[config.mk]
export PLATFORM = sky130hd
export DESIGN_NAME = kbd_serial_bridge_flat
export DESIGN_NICKNAME = d
export VERILOG_FILES = /design/src/rtl/kbd_serial_bridge_if.sv /design/src/rtl/kbd_serial_bridge.sv /design/src/flat_wrapper.sv
export SDC_FILE = /design/constraint.sdc
export NUM_CORES = 1
export LEC_CHECK = 0
export CAP_MARGIN = 10
export CORE_MARGIN = 5
export CORE_UTILIZATION = 30
export CTS_CLUSTER_SIZE = 16
export DETAILED_ROUTE_END_ITERATION = 6
export PLACE_DENSITY = 0.54
export SLEW_MARGIN = 10
export SYNTH_ARGS = -nofsm -noshare
export SYNTH_HDL_FRONTEND = slang
export SYNTH_SLANG_ARGS = --single-unit
[constraint.sdc]
create_clock -name clk -period 6.02 [get_ports clk]
set_clock_uncertainty 0.15 [all_clocks]
set_input_delay 1.204 -clock clk [delete_from_list [all_inputs] [get_ports clk]]
set_output_delay 1.204 -clock clk [all_outputs]
set_load 0.02 [all_outputs]
[src/rtl/kbd_serial_bridge_if.sv]
// Keyboard-side strobe bus plus serial four-phase request/acknowledge bus.
// The bridge connects through the slave modport; the environment uses master.
interface kbd_serial_bridge_if #(
  parameter int DATA_W = 8
) ();
  logic [DATA_W-1:0] k_data;
  logic              k_flag;
  logic              s_req;
  logic [DATA_W-1:0] s_data;
  logic              s_ack;

  modport slave (
    input  k_data,
    input  k_flag,
    input  s_ack,
    output s_req,
    output s_data
  );

  modport master (
    output k_data,
    output k_flag,
    output s_ack,
    input  s_req,
    input  s_data
  );
endinterface

[src/rtl/kbd_serial_bridge.sv]
// Buffers keyboard words in a FIFO and forwards each one over a four-phase
// request/acknowledge link, with an optional acknowledge timeout and sticky error flags.
module kbd_serial_bridge #(
  parameter int DATA_W      = 8,
  parameter int DEPTH       = 8,
  parameter int ACK_TIMEOUT = 0
) (
  input  logic                       clk,
  input  logic                       rst_n,
  kbd_serial_bridge_if.slave         bus,
  input  logic                       clr_err,
  output logic [$clog2(DEPTH+1)-1:0] fifo_count,
  output logic                       overflow,
  output logic                       timeout_err
);

  localparam int PTR_W = $clog2(DEPTH);
  localparam int CNT_W = $clog2(DEPTH + 1);
  localparam int TMO_W = (ACK_TIMEOUT > 0) ? $clog2(ACK_TIMEOUT + 1) : 1;
  localparam bit TMO_EN_C = (ACK_TIMEOUT > 0);
  localparam logic [CNT_W-1:0] FULL_C = CNT_W'(DEPTH);
  // Expiry fires on the edge where the counter would reach ACK_TIMEOUT.
  localparam logic [TMO_W-1:0] TMO_LAST_C = (ACK_TIMEOUT > 0) ? TMO_W'(ACK_TIMEOUT - 1) : {TMO_W{1'b0}};

  typedef enum logic [1:0] {
    IDLE      = 2'd0,
    WAIT_ACK1 = 2'd1,
    WAIT_ACK0 = 2'd2
  } state_t;

  state_t            state_r;
  logic              s_req_r;
  logic [DATA_W-1:0] s_data_r;
  logic [TMO_W-1:0]  tmo_cnt_r;
  logic [PTR_W-1:0]  wr_ptr_r;
  logic [PTR_W-1:0]  rd_ptr_r;
  logic [CNT_W-1:0]  count_r;
  logic              overflow_r;
  logic              timeout_err_r;
  logic [DATA_W-1:0] mem_r [DEPTH];

  logic pop_s;
  logic push_s;
  logic drop_s;
  logic expire_s;

  assign bus.s_req   = s_req_r;
  assign bus.s_data  = s_data_r;
  assign fifo_count  = count_r;
  assign overflow    = overflow_r;
  assign timeout_err = timeout_err_r;

  // Per-cycle FIFO and timeout decisions; a pop frees a slot for a same-cycle push.
  always_comb begin
    pop_s    = 1'b0;
    push_s   = 1'b0;
    drop_s   = 1'b0;
    expire_s = 1'b0;
    pop_s    = (state_r == IDLE) && (count_r != {CNT_W{1'b0}}) && !bus.s_ack;
    push_s   = bus.k_flag && ((count_r != FULL_C) || pop_s);
    drop_s   = bus.k_flag && !push_s;
    expire_s = TMO_EN_C && (state_r == WAIT_ACK1) && !bus.s_ack && (tmo_cnt_r == TMO_LAST_C);
  end

  // FIFO storage; contents need no reset because only counted entries are read.
  always_ff @(posedge clk) begin
    if (push_s) begin
      mem_r[wr_ptr_r] <= bus.k_data;
    end else begin
      mem_r[wr_ptr_r] <= mem_r[wr_ptr_r];
    end
  end

  // FIFO pointers and occupancy; pointers wrap naturally since DEPTH is a power of two.
  always_ff @(posedge clk or negedge rst_n) begin
    if (!rst_n) begin
      wr_ptr_r <= {PTR_W{1'b0}};
      rd_ptr_r <= {PTR_W{1'b0}};
      count_r  <= {CNT_W{1'b0}};
    end else begin
      if (push_s) begin
        wr_ptr_r <= wr_ptr_r + PTR_W'(1);
      end
      if (pop_s) begin
        rd_ptr_r <= rd_ptr_r + PTR_W'(1);
      end
      case ({push_s, pop_s})
        2'b10:   count_r <= count_r + CNT_W'(1);
        2'b01:   count_r <= count_r - CNT_W'(1);
        default: count_r <= count_r;
      endcase
    end
  end

  // Four-phase handshake FSM with registered request, data and timeout counter.
  always_ff @(posedge clk or negedge rst_n) begin
    if (!rst_n) begin
      state_r   <= IDLE;
      s_req_r   <= 1'b0;
      s_data_r  <= {DATA_W{1'b0}};
      tmo_cnt_r <= {TMO_W{1'b0}};
    end else begin
      case (state_r)
        IDLE: begin
          if (pop_s) begin
            s_data_r  <= mem_r[rd_ptr_r];
            s_req_r   <= 1'b1;
            tmo_cnt_r <= {TMO_W{1'b0}};
            state_r   <= WAIT_ACK1;
          end else begin
            s_req_r <= 1'b0;
          end
        end
        WAIT_ACK1: begin
          if (bus.s_ack) begin
            s_req_r <= 1'b0;
            state_r <= WAIT_ACK0;
          end else if (expire_s) begin
            // Abandon the word; the responder must still return s_ack low.
            s_req_r   <= 1'b0;
            tmo_cnt_r <= tmo_cnt_r + TMO_W'(1);
            state_r   <= WAIT_ACK0;
          end else if (TMO_EN_C) begin
            tmo_cnt_r <= tmo_cnt_r + TMO_W'(1);
          end else begin
            tmo_cnt_r <= tmo_cnt_r;
          end
        end
        WAIT_ACK0: begin
          if (!bus.s_ack) begin
            state_r <= IDLE;
          end else begin
            state_r <= WAIT_ACK0;
          end
        end
        default: begin
          state_r <= IDLE;
          s_req_r <= 1'b0;
        end
      endcase
    end
  end

  // Sticky error flags; a set event outranks a same-cycle clear.
  always_ff @(posedge clk or negedge rst_n) begin
    if (!rst_n) begin
      overflow_r    <= 1'b0;
      timeout_err_r <= 1'b0;
    end else begin
      if (drop_s) begin
        overflow_r <= 1'b1;
      end else if (clr_err) begin
        overflow_r <= 1'b0;
      end
      if (expire_s) begin
        timeout_err_r <= 1'b1;
      end else if (clr_err) begin
        timeout_err_r <= 1'b0;
      end
    end
  end

endmodule

[src/flat_wrapper.sv]
// flat-port wrapper written by rule: the top's interface ports become plain ports
module kbd_serial_bridge_flat 
#(
  parameter int DATA_W      = 8,
  parameter int DEPTH       = 8,
  parameter int ACK_TIMEOUT = 0
)
  (clk, rst_n, clr_err, fifo_count, overflow, timeout_err, bus_k_data, bus_k_flag, bus_s_ack, bus_s_req, bus_s_data);
  kbd_serial_bridge_if #(.DATA_W(DATA_W)) bus_i ();
  input  logic clk;
  input  logic rst_n;
  input  logic clr_err;
  output logic [$clog2(DEPTH+1)-1:0] fifo_count;
  output logic overflow;
  output logic timeout_err;
  input wire logic [$bits(bus_i.k_data)-1:0] bus_k_data;
  input wire logic [$bits(bus_i.k_flag)-1:0] bus_k_flag;
  input wire logic [$bits(bus_i.s_ack)-1:0] bus_s_ack;
  output wire logic [$bits(bus_i.s_req)-1:0] bus_s_req;
  output wire logic [$bits(bus_i.s_data)-1:0] bus_s_data;
  assign bus_i.k_data = bus_k_data;
  assign bus_i.k_flag = bus_k_flag;
  assign bus_i.s_ack = bus_s_ack;
  assign bus_s_req = bus_i.s_req;
  assign bus_s_data = bus_i.s_data;
  kbd_serial_bridge #(.DATA_W(DATA_W), .DEPTH(DEPTH), .ACK_TIMEOUT(ACK_TIMEOUT)) u_core (.clk(clk), .rst_n(rst_n), .bus(bus_i), .clr_err(clr_err), .fifo_count(fifo_count), .overflow(overflow), .timeout_err(timeout_err));
endmodule
Yosys cells after proc, flatten, opt, wreduce, memory -nomap -nowiden

Memory sizes are Yosys's and may differ from the RTL's. A register that Yosys moved wholly into a read port is not among the register bits.
Index checks and enable logic that the tools add are counted.

RAM bits: 64
Register bits after elaboration: 14
Word-level logic and storage cells: 51
Memories: 1
Bits of input ports: 13

Memories:

| name         | words | bits a word | read ports | clocked after Yosys merged registers in | wr ports | line                    | text |
|---|---|---|---|---|---|---|---|
| u_core.mem_r | 8     | 8           | 1          | 1                                       | 1        | kbd_serial_bridge.sv:40 | `logic [DATA_W-1:0] mem_r [DEPTH];` |

$add $sub $neg: 4
Eq/ne operators: 8
Reductions and logical operators: 16
Mux-type cells: 14
Bitwise logic cells: 2

Operators with widths:

| operator                                                               | number |
|---|---|
| 8-bit 2-to-1 mux                                                       | 1 |
| 4-bit one-hot mux with 2 select lines                                  | 1 |
| 2-bit AND reduction                                                    | 4 |
| 1-bit 2-to-1 mux                                                       | 7 |
| 3-bit by 1-bit adder with 3-bit output (second input constant)         | 2 |
| 2-bit 2-to-1 mux                                                       | 3 |
| 2-bit one-hot mux with 3 select lines                                  | 1 |
| 4-bit by 1-bit adder with 4-bit output (second input constant)         | 1 |
| 2-bit by 1-bit equality test with 1-bit output (second input constant) | 2 |
| 2-bit equality test (second input constant)                            | 2 |
| 1-bit logical AND                                                      | 4 |
| 4-bit != test (second input constant)                                  | 1 |
| 2-bit nonzero test                                                     | 2 |
| 4-bit nonzero test                                                     | 1 |
| 4-bit by 1-bit subtractor with 4-bit output (second input constant)    | 1 |
| 1-bit logical NOT                                                      | 3 |
| 1-bit one-hot mux with 3 select lines                                  | 1 |
| 2-bit logical NOT                                                      | 1 |
| 2-bit by 1-bit != test with 1-bit output (second input constant)       | 1 |
| 2-bit != test (second input constant)                                  | 1 |
| 1-bit logical OR                                                       | 1 |
| 0-bit != test                                                          | 1 |
| 1-bit inverter                                                         | 1 |
| 1-bit OR                                                               | 1 |

Logic depth before layout (Yosys ltp)

Gate-level depths: netlist of the first run.

Depth in word-level cells: 8
Depth in mapped cells: 11
Depth with buffers taken out: 9

Worst setup path before layout of the first run

Ideal clock, no wire load.

Kind: input-to-reg
Start point: input port bus_k_flag
End point: register u_core.count_r[3] (netlist: u_core.fifo_count[3])
Required time: 5.783 ns
Stages: 9
Slack: 2.667 ns
Arrival: 3.116 ns
Buffers on the path: 2
Path through: clkbuf_1 > clkbuf_1 > nand2b_1 > inv_1 > ha_1 > a21oi_1 > and2_1 > mux2_2 > o211ai_1

Word-level cells in the longest chain between the ends: 3
Elaborated cells between the ends (all ways): 5
Those cells by class: eq/ne: 2; mux: 1; reduce/logical: 2

RTL lines:

| item                                                                                         | line                    | text |
|---|---|---|
| start: declaration                                                                           | flat_wrapper.sv:17      | `input wire logic [$bits(bus_i.k_flag)-1:0] bus_k_flag;` |
| 1-bit logical AND *                                                                          | kbd_serial_bridge.sv:60 | `push_s = bus.k_flag && ((count_r != FULL_C) \|\| pop_s);` |
| 2-bit by 1-bit equality test with 1-bit output / 2-bit equality test (equally long branches) | kbd_serial_bridge.sv:87 | `case ({push_s, pop_s})` |
| 4-bit one-hot mux with 2 select lines / 2-bit nonzero test (equally long branches)           | n/a                     |  |
| end signal: assignment                                                                       | kbd_serial_bridge.sv:88 | `2'b10: count_r <= count_r + CNT_W'(1);` |
| end signal: assignment                                                                       | kbd_serial_bridge.sv:89 | `2'b01: count_r <= count_r - CNT_W'(1);` |
| end signal: assignment                                                                       | kbd_serial_bridge.sv:90 | `default: count_r <= count_r;` |
| end: declaration                                                                             | kbd_serial_bridge.sv:37 | `logic [CNT_W-1:0] count_r;` |

Mark *: on every way between the ends. The rest lies on a longest branch, timed or not.
A chain may end at the register's enable or synchronous reset.

Worst setup path in the final report of the first run

Start point: input port bus_s_ack
End point: register u_core.count_r[3] (netlist: u_core.fifo_count[3])

Word-level cells in the longest chain between the ends: 6
Elaborated cells between the ends (all ways): 8
Those cells by class: eq/ne: 2; mux: 1; reduce/logical: 5

RTL lines:

| item                                                                                         | line                    | text |
|---|---|---|
| start: declaration                                                                           | flat_wrapper.sv:18      | `input wire logic [$bits(bus_i.s_ack)-1:0] bus_s_ack;` |
| 1-bit logical NOT *                                                                          | kbd_serial_bridge.sv:59 | `pop_s = (state_r == IDLE) && (count_r != {CNT_W{1'b0}}) && !bus.s_ack;` |
| 1-bit logical AND *                                                                          | kbd_serial_bridge.sv:59 |  |
| 1-bit logical OR                                                                             | kbd_serial_bridge.sv:60 |  |
| 1-bit logical AND                                                                            | kbd_serial_bridge.sv:60 |  |
| 2-bit by 1-bit equality test with 1-bit output / 2-bit equality test (equally long branches) | kbd_serial_bridge.sv:87 |  |
| 4-bit one-hot mux with 2 select lines / 2-bit nonzero test (equally long branches)           | n/a                     |  |

Marks and branches as above.

==> results of run 1 <==
[logic make-up (layout without fill, tap and decap cells)]
logic type	after synthesis	after routing	share of synthesized area
AND/OR/NAND/NOR	53	53	0.0746
other	1	1	0.00105
buffers and inverters	17	52	0.0249
multiplexers	27	27	0.132
AO/OA/AOI/OAI	20	20	0.0336
XOR/XNOR	9	9	0.0221
flip-flops	86	86	0.692
adder cells (fa/ha/maj)	5	5	0.0196
[through the flow]
step / worst slack [ns] / cells / utilization / power [µW]
after floorplan: 2.67 / 218 / - / 1360
after global placement: 1.90 / 379 / 0.344 / 1580
after detailed placement: 1.86 / 379 / 0.344 / 1590
after CTS: 2.18 / 395 / 0.370 / 2140
after global routing: 2.18 / 396 / 0.370 / 2240
final: 2.34 / 396 / 0.370 / 2100
[report_power, final]
part           leakage [µW]  total, µW  internal (µW)  switching, µW
Clock              0.000145        540            295            245
Sequential         0.000840        908            777            132
Combinational      0.000509        655            333            322
Total               0.00149       2100           1400            699
[metal layers]
layer | vias to the layer above | track usage | wire length, µm
li1 | 889 | - | -
met1 | 958 | 0.131 | 3080
met4 | 0 | 0.0427 | 133
met5 | - | 0 | 0
met2 | 34 | 0.156 | 3310
met3 | 11 | 0.0303 | 196
[worst max-delay path by stage]
stage | to | slack, ns | cells after the start
floorplan | u_core.fifo_count[3]$_DFFE_PN0P_ | 2.67 | 9
global placement | u_core.mem_r[0][5]$_DFFE_PP_ | 1.90 | 3
detailed placement | u_core.mem_r[0][6]$_DFFE_PP_ | 1.86 | 3
CTS | u_core.mem_r[0][7]$_DFFE_PP_ | 2.18 | 3
global route | u_core.fifo_count[3]$_DFFE_PN0P_ | 2.18 | 10
finish | u_core.fifo_count[3]$_DFFE_PN0P_ | 2.34 | 10
[state kept, by name (all words and copies together) (netlist names)]
name,count
u_core.overflow,1
u_core.wr_ptr_r,3
u_core.state_r,2
u_core.fifo_count,4
u_core.bus.s_req,1
u_core.rd_ptr_r,3
u_core.mem_r,64
u_core.bus.s_data,8
[synthesized netlist by cell type (all sizes together), types with 3 or more instances]
| library cell | instances |
|---|---|
| dfrtp | 22 |
| ha | 4 |
| nand3 | 7 |
| and2 | 3 |
| o21ai | 4 |
| clkbuf | 4 |
| nand2 | 11 |
| mux2i | 9 |
| xnor2 | 7 |
| buf | 7 |
| inv | 6 |
| a21oi | 9 |
| nor2 | 15 |
| mux4 | 16 |
| nor3 | 7 |
| edfxtp | 64 |
[final cells by class]
type	instances	area (µm²)	area share
multi-input combinational	115	1020	0.239
timing repair buffer	30	288	0.0672
sequential	86	2470	0.577
clock inverter	7	75.1	0.0175
tap	143	179	0.0418
inverter	6	22.5	0.00526
clock buffer	9	225	0.0526
[critical path, stage by stage]
cell and delay (ns):
clkdlybuf4s50_1 0.50, nor3_2 0.39, and2_4 0.35, nand2b_1 0.12
inv_1 0.09, ha_1 0.26, a21oi_1 0.19, and2_1 0.19
mux2_2 0.34, o211ai_1 0.15
[placed cells by master (no fill, tap or decap), drive strengths merged, types with 9 or more instances in the layout]
cell           count
mux4              16
inv               11
nor2              15
a21oi              9
mux2i              9
edfxtp            64
clkbuf             9
dfrtp             22
nand2             11
clkdlybuf4s50     26
==> impl_metrics.py, run 1 <==
metrics = {
    "min_path": {
        "min_from": "u_core.overflow$_DFFE_PN0P_",
        "worstHoldEndpoint": "u_core.overflow$_DFFE_PN0P_",
        "min_path_type": "register to register",
        "holdPathStages": 2,
    },
    "layout": {
        "post_route_cells_drive_above_1_share": 0.174,
        "final_cell_area_um2": 4280,
        "fillers": 1064,
        "fin_nets": 266,
        "diodes": 0,
        "area_growth_pct": 19.9,
    },
    "grt": {
        "grt_pass1_wl_um": 10800,
        "antenna_found_initial": 0,
        "overflow": 0,
        "first_global_vias": 1957,
        "grtUsageTotal": 0.100,
        "grt_start_max_net_pins": 23,
    },
    "logic_synthesis": {
        "synth_area_um2": 3570,
        "synth_edf_count": 64,
        "ys.warnings.count": 0,
        "synth.distinct_cells": 39,
        "synth_seq_cells": 86,
        "seq_area_frac_synth": 0.692,
        "synth_top_area_frac": 0.538,
        "synth_cells": 218,
        "synth_nets": 236,
        "async_flop_share": 0.256,
        "synth_ff_type": "edfxtp_1",
        "yosysTopAreaCell": "edfxtp_1",
        "synth_area_leaders": "edfxtp_1, dfrtp_1, mux4_2",
        "synth_area_per_cell_um2": 16.4,
    },
    "worst_setup_path": {
        "critPathKind": "input pin to register",
        "r2r_cells": 9,
        "critPathLaunchType": "input pin",
        "ff2ff_setup_slack_ns": 3.08,
        "r2r-start": "u_core.fifo_count[1]$_DFFE_PN0P_",
        "critPathMaxFanout": 19,
        "r2r_end": "u_core.fifo_count[3]$_DFFE_PN0P_",
        "worstPathRequired_ns": 6.12,
        "end_kind": "register",
        "critPathLaunch": "bus_s_ack",
        "cp.arrival_ns": 3.78,
    },
    "power": {
        "p_leak_uw": 0.00149,
        "ir_drop_v": 0.000158,
        "power.density_nw_per_um2": 491,
    },
    "drt": {
        "vias": 1892,
        "wl_um": 6720,
        "antenna_left": 0,
        "drcViolationCount": 0,
        "firstDrtPassIters": 4,
        "vias_per_cell": 4.78,
        "drt_iter0_markers": 117,
        "wire_per_inst_um": 17.0,
    },
    "status": {
        "outcome": "finished clean",
    },
    "clock_network": {
        "post_cts_resized": 0,
        "cts_tree": "done",
        "clock_sinks": 86,
        "postCtsHoldBufs": 0,
        "cts_setup_buffers": 0,
        "numCtsBuffers": 9,
        "clock_path_buffers": 2,
        "clock_insertion_delay_worst_skew_ns": 0.33,
        "cts_max_level": 3,
        "cts_root_buf": "clkbuf_16",
        "clk_pin_slew_ns": 0.07,
    },
    "sta": {
        "final.min_clock_period_ns": 3.68,
        "fin_crit_sh": 0.611,
        "hold_viol": 0,
        "tns_ns": 0,
        "rsz0062_at_grt": "no",
        "worstMarginPinSlew_ns": 0.997,
        "finalSetupViolCount": 0,
        "fmax_ghz": 0.272,
        "holdWs_ns": 0.382,
        "slew_violations": 0,
        "slew_headroom": 0.333,
    },
    "floorplan": {
        "pin_count": 28,
        "start_util": 0.309,
        "die_height_um": 119,
        "placementRows": 39,
        "die_w_um": 119,
        "die-area_um2": 14200,
        "core_um2": 11600,
    },
    "place": {
        "port_buffers": 26,
        "gp_congestion": 0.761,
        "hpwl_um": 4570,
        "place_area_um2": 3980,
    },
    "run": {
        "max-cap-violations": 0,
    },
}
Power figures use the tool's default switching activity.
==> run 2: changes to the inputs <==
Settings changed: PLACE_DENSITY 0.54 to 0.55.
Clock period 6.02 ns to 3.2 ns, I/O delays scaled along.
==> run 2 against run 1 <==
Effect of this change: count of clock-buffer cells in the layout rose by 1; via count rose by 0.53%; die area did not move; critical path depth fell by 1; power rose by 85%; sequential cell count did not move; core utilization rose by 0.29 points; worst setup slack got worse by 1.9 ns; final cell count rose by 2.5%; sequential power rose by 85%; first-iteration DRC count fell by 7.7%; wire length fell by 4.8%.
==> impl_metrics.py, run 2 (synthesis gave the netlist of run 1 again) <==
metrics = {
    "status": {
        "outcome": "finished clean",
    },
    "grt": {
        "antenna_found_initial": 0,
        "grt_pass1_wl_um": 10400,
        "global_route.usage.met2": 0.151,
        "overflow": 0,
        "grt.busiest_layer": "met2",
        "grtUsageTotal": 0.0956,
        "grt_util_met1": 0.120,
        "grt_start_max_net_pins": 23,
        "use_met3": 0.0223,
        "first_global_vias": 1937,
    },
    "drt": {
        "antenna_left": 0,
        "wl_um": 6390,
        "drcViolationCount": 0,
        "drt_iter0_markers": 108,
        "wire_per_inst_um": 15.7,
        "firstDrtPassIters": 5,
        "vias": 1902,
        "vias_per_cell": 4.68,
    },
    "floorplan": {
        "die_height_um": 119,
        "placementRows": 39,
        "die_w_um": 119,
        "die-area_um2": 14200,
        "core_um2": 11600,
        "start_util": 0.309,
        "pin_count": 28,
    },
    "clock_network": {
        "cts_tree": "done",
        "cts_setup_buffers": 0,
        "numCtsBuffers": 9,
        "clock_insertion_delay_worst_skew_ns": 0.33,
        "clk_pin_slew_ns": 0.06,
        "postCtsHoldBufs": 0,
        "cts_root_buf": "clkbuf_16",
        "clock_path_buffers": 2,
        "post_cts_resized": 0,
        "cts_max_level": 3,
        "clock_sinks": 86,
    },
    "power": {
        "power.density_nw_per_um2": 902,
        "p_leak_uw": 0.00153,
        "ir_drop_v": 0.000266,
        "power_uw": 3890,
    },
    "worst_setup_path": {
        "worstPathRequired_ns": 3.30,
        "critPathLaunchType": "register",
        "ff2ff_setup_slack_ns": 0.40,
        "critPathKind": "register to register",
        "end_kind": "register",
        "r2r_cells": 9,
        "cp.arrival_ns": 2.90,
        "critPathMaxFanout": 7,
    },
    "layout": {
        "post_route_cells_drive_above_1_share": 0.186,
        "diodes": 0,
        "final_common_cell": "edfxtp_1",
        "top_register": "u_core.mem_r",
        "fin_nets": 276,
        "largest_reg_flops": 64,
        "multi_input_area_um2": 1010,
        "area_growth_pct": 20.8,
        "fillers": 1087,
        "mostFrequentLayoutCells": "edfxtp_1, clkdlybuf4s50_1, dfrtp_1, mux4_2, nor2_1",
        "regArea_um2": 2470,
    },
    "sta": {
        "fin_crit_sh": 0.874,
        "final.min_clock_period_ns": 2.80,
        "fmax_ghz": 0.358,
        "slew_headroom": 0.466,
        "slew_violations": 0,
        "setup_slack_ns": 0.405,
        "rsz0062_at_grt": "no",
        "hold_viol": 0,
        "worstMarginPinSlew_ns": 0.801,
        "finalSetupViolCount": 0,
        "tns_ns": 0,
    },
    "run": {
        "max-cap-violations": 0,
    },
    "place": {
        "gp_congestion": 0.763,
        "port_buffers": 26,
        "hpwl_um": 4240,
        "pre_cts_ws_ns": 0.101,
    },
    "min_path": {
        "holdPathStages": 2,
        "min_path_type": "register to register",
    },
}
-- run 2: cell count changes in the layout (fill, tap and decap cells not counted), sizes merged --
cell,delta
inv,-4
clkbuf,+1
buf,+10
clkinv,+3
-- run 2: routing by layer --
layer,vias to the layer above,part of all wire
met3,14,0.027
met5,-,0
met1,941,0.47
met4,0,0.028
li1,916,-
met2,31,0.47
-- run 2: worst paths after layout --
kind	start	to
worst max-delay path	u_core.fifo_count[3]$_DFFE_PN0P_	u_core.fifo_count[3]$_DFFE_PN0P_
worst min-delay path	u_core.bus.s_data[3]$_DFFE_PN0P_	u_core.bus.s_data[3]$_DFFE_PN0P_
worst max register to register	u_core.fifo_count[3]$_DFFE_PN0P_	u_core.fifo_count[3]$_DFFE_PN0P_
worst min register to register	u_core.bus.s_data[3]$_DFFE_PN0P_	u_core.bus.s_data[3]$_DFFE_PN0P_
max in group asynchronous	rst_n	u_core.bus.s_data[7]$_DFFE_PN0P_
min in group asynchronous	rst_n	u_core.overflow$_DFFE_PN0P_
-- run 2: through the flow --
step	instances	cell area, µm²	hold WS [ns]	util
global route	406	4320	0.398	0.373
detailed placement	390	4050	0.370	0.350
floorplan	218	3570	0.194	-
CTS	406	4320	0.382	0.373
finish	406	4320	0.373	0.373
global placement	390	4050	0.356	0.350
-- run 2: report_power, final --
part	internal [µW]	switching, µW
Combinational	663	628
Clock	523	403
Sequential	1460	216
Total	2650	1250
-- run 2: layout make-up --
class,instances,area share
multi-input combinational,115,0.234
timing repair buffer,40,0.0846
clock buffer,10,0.0530
tap,143,0.0414
sequential,86,0.573
inverter,6,0.00522
clock inverter,6,0.00869
-- run 2: critical path, cell delays in order, from the launching register on --
cell	delay, ns
dfrtp_1	0.46
or4_4	0.54
and2_4	0.18
nand2b_1	0.10
inv_1	0.07
ha_1	0.31
a21oi_1	0.20
and2_1	0.19
mux2_2	0.34
o211ai_1	0.16
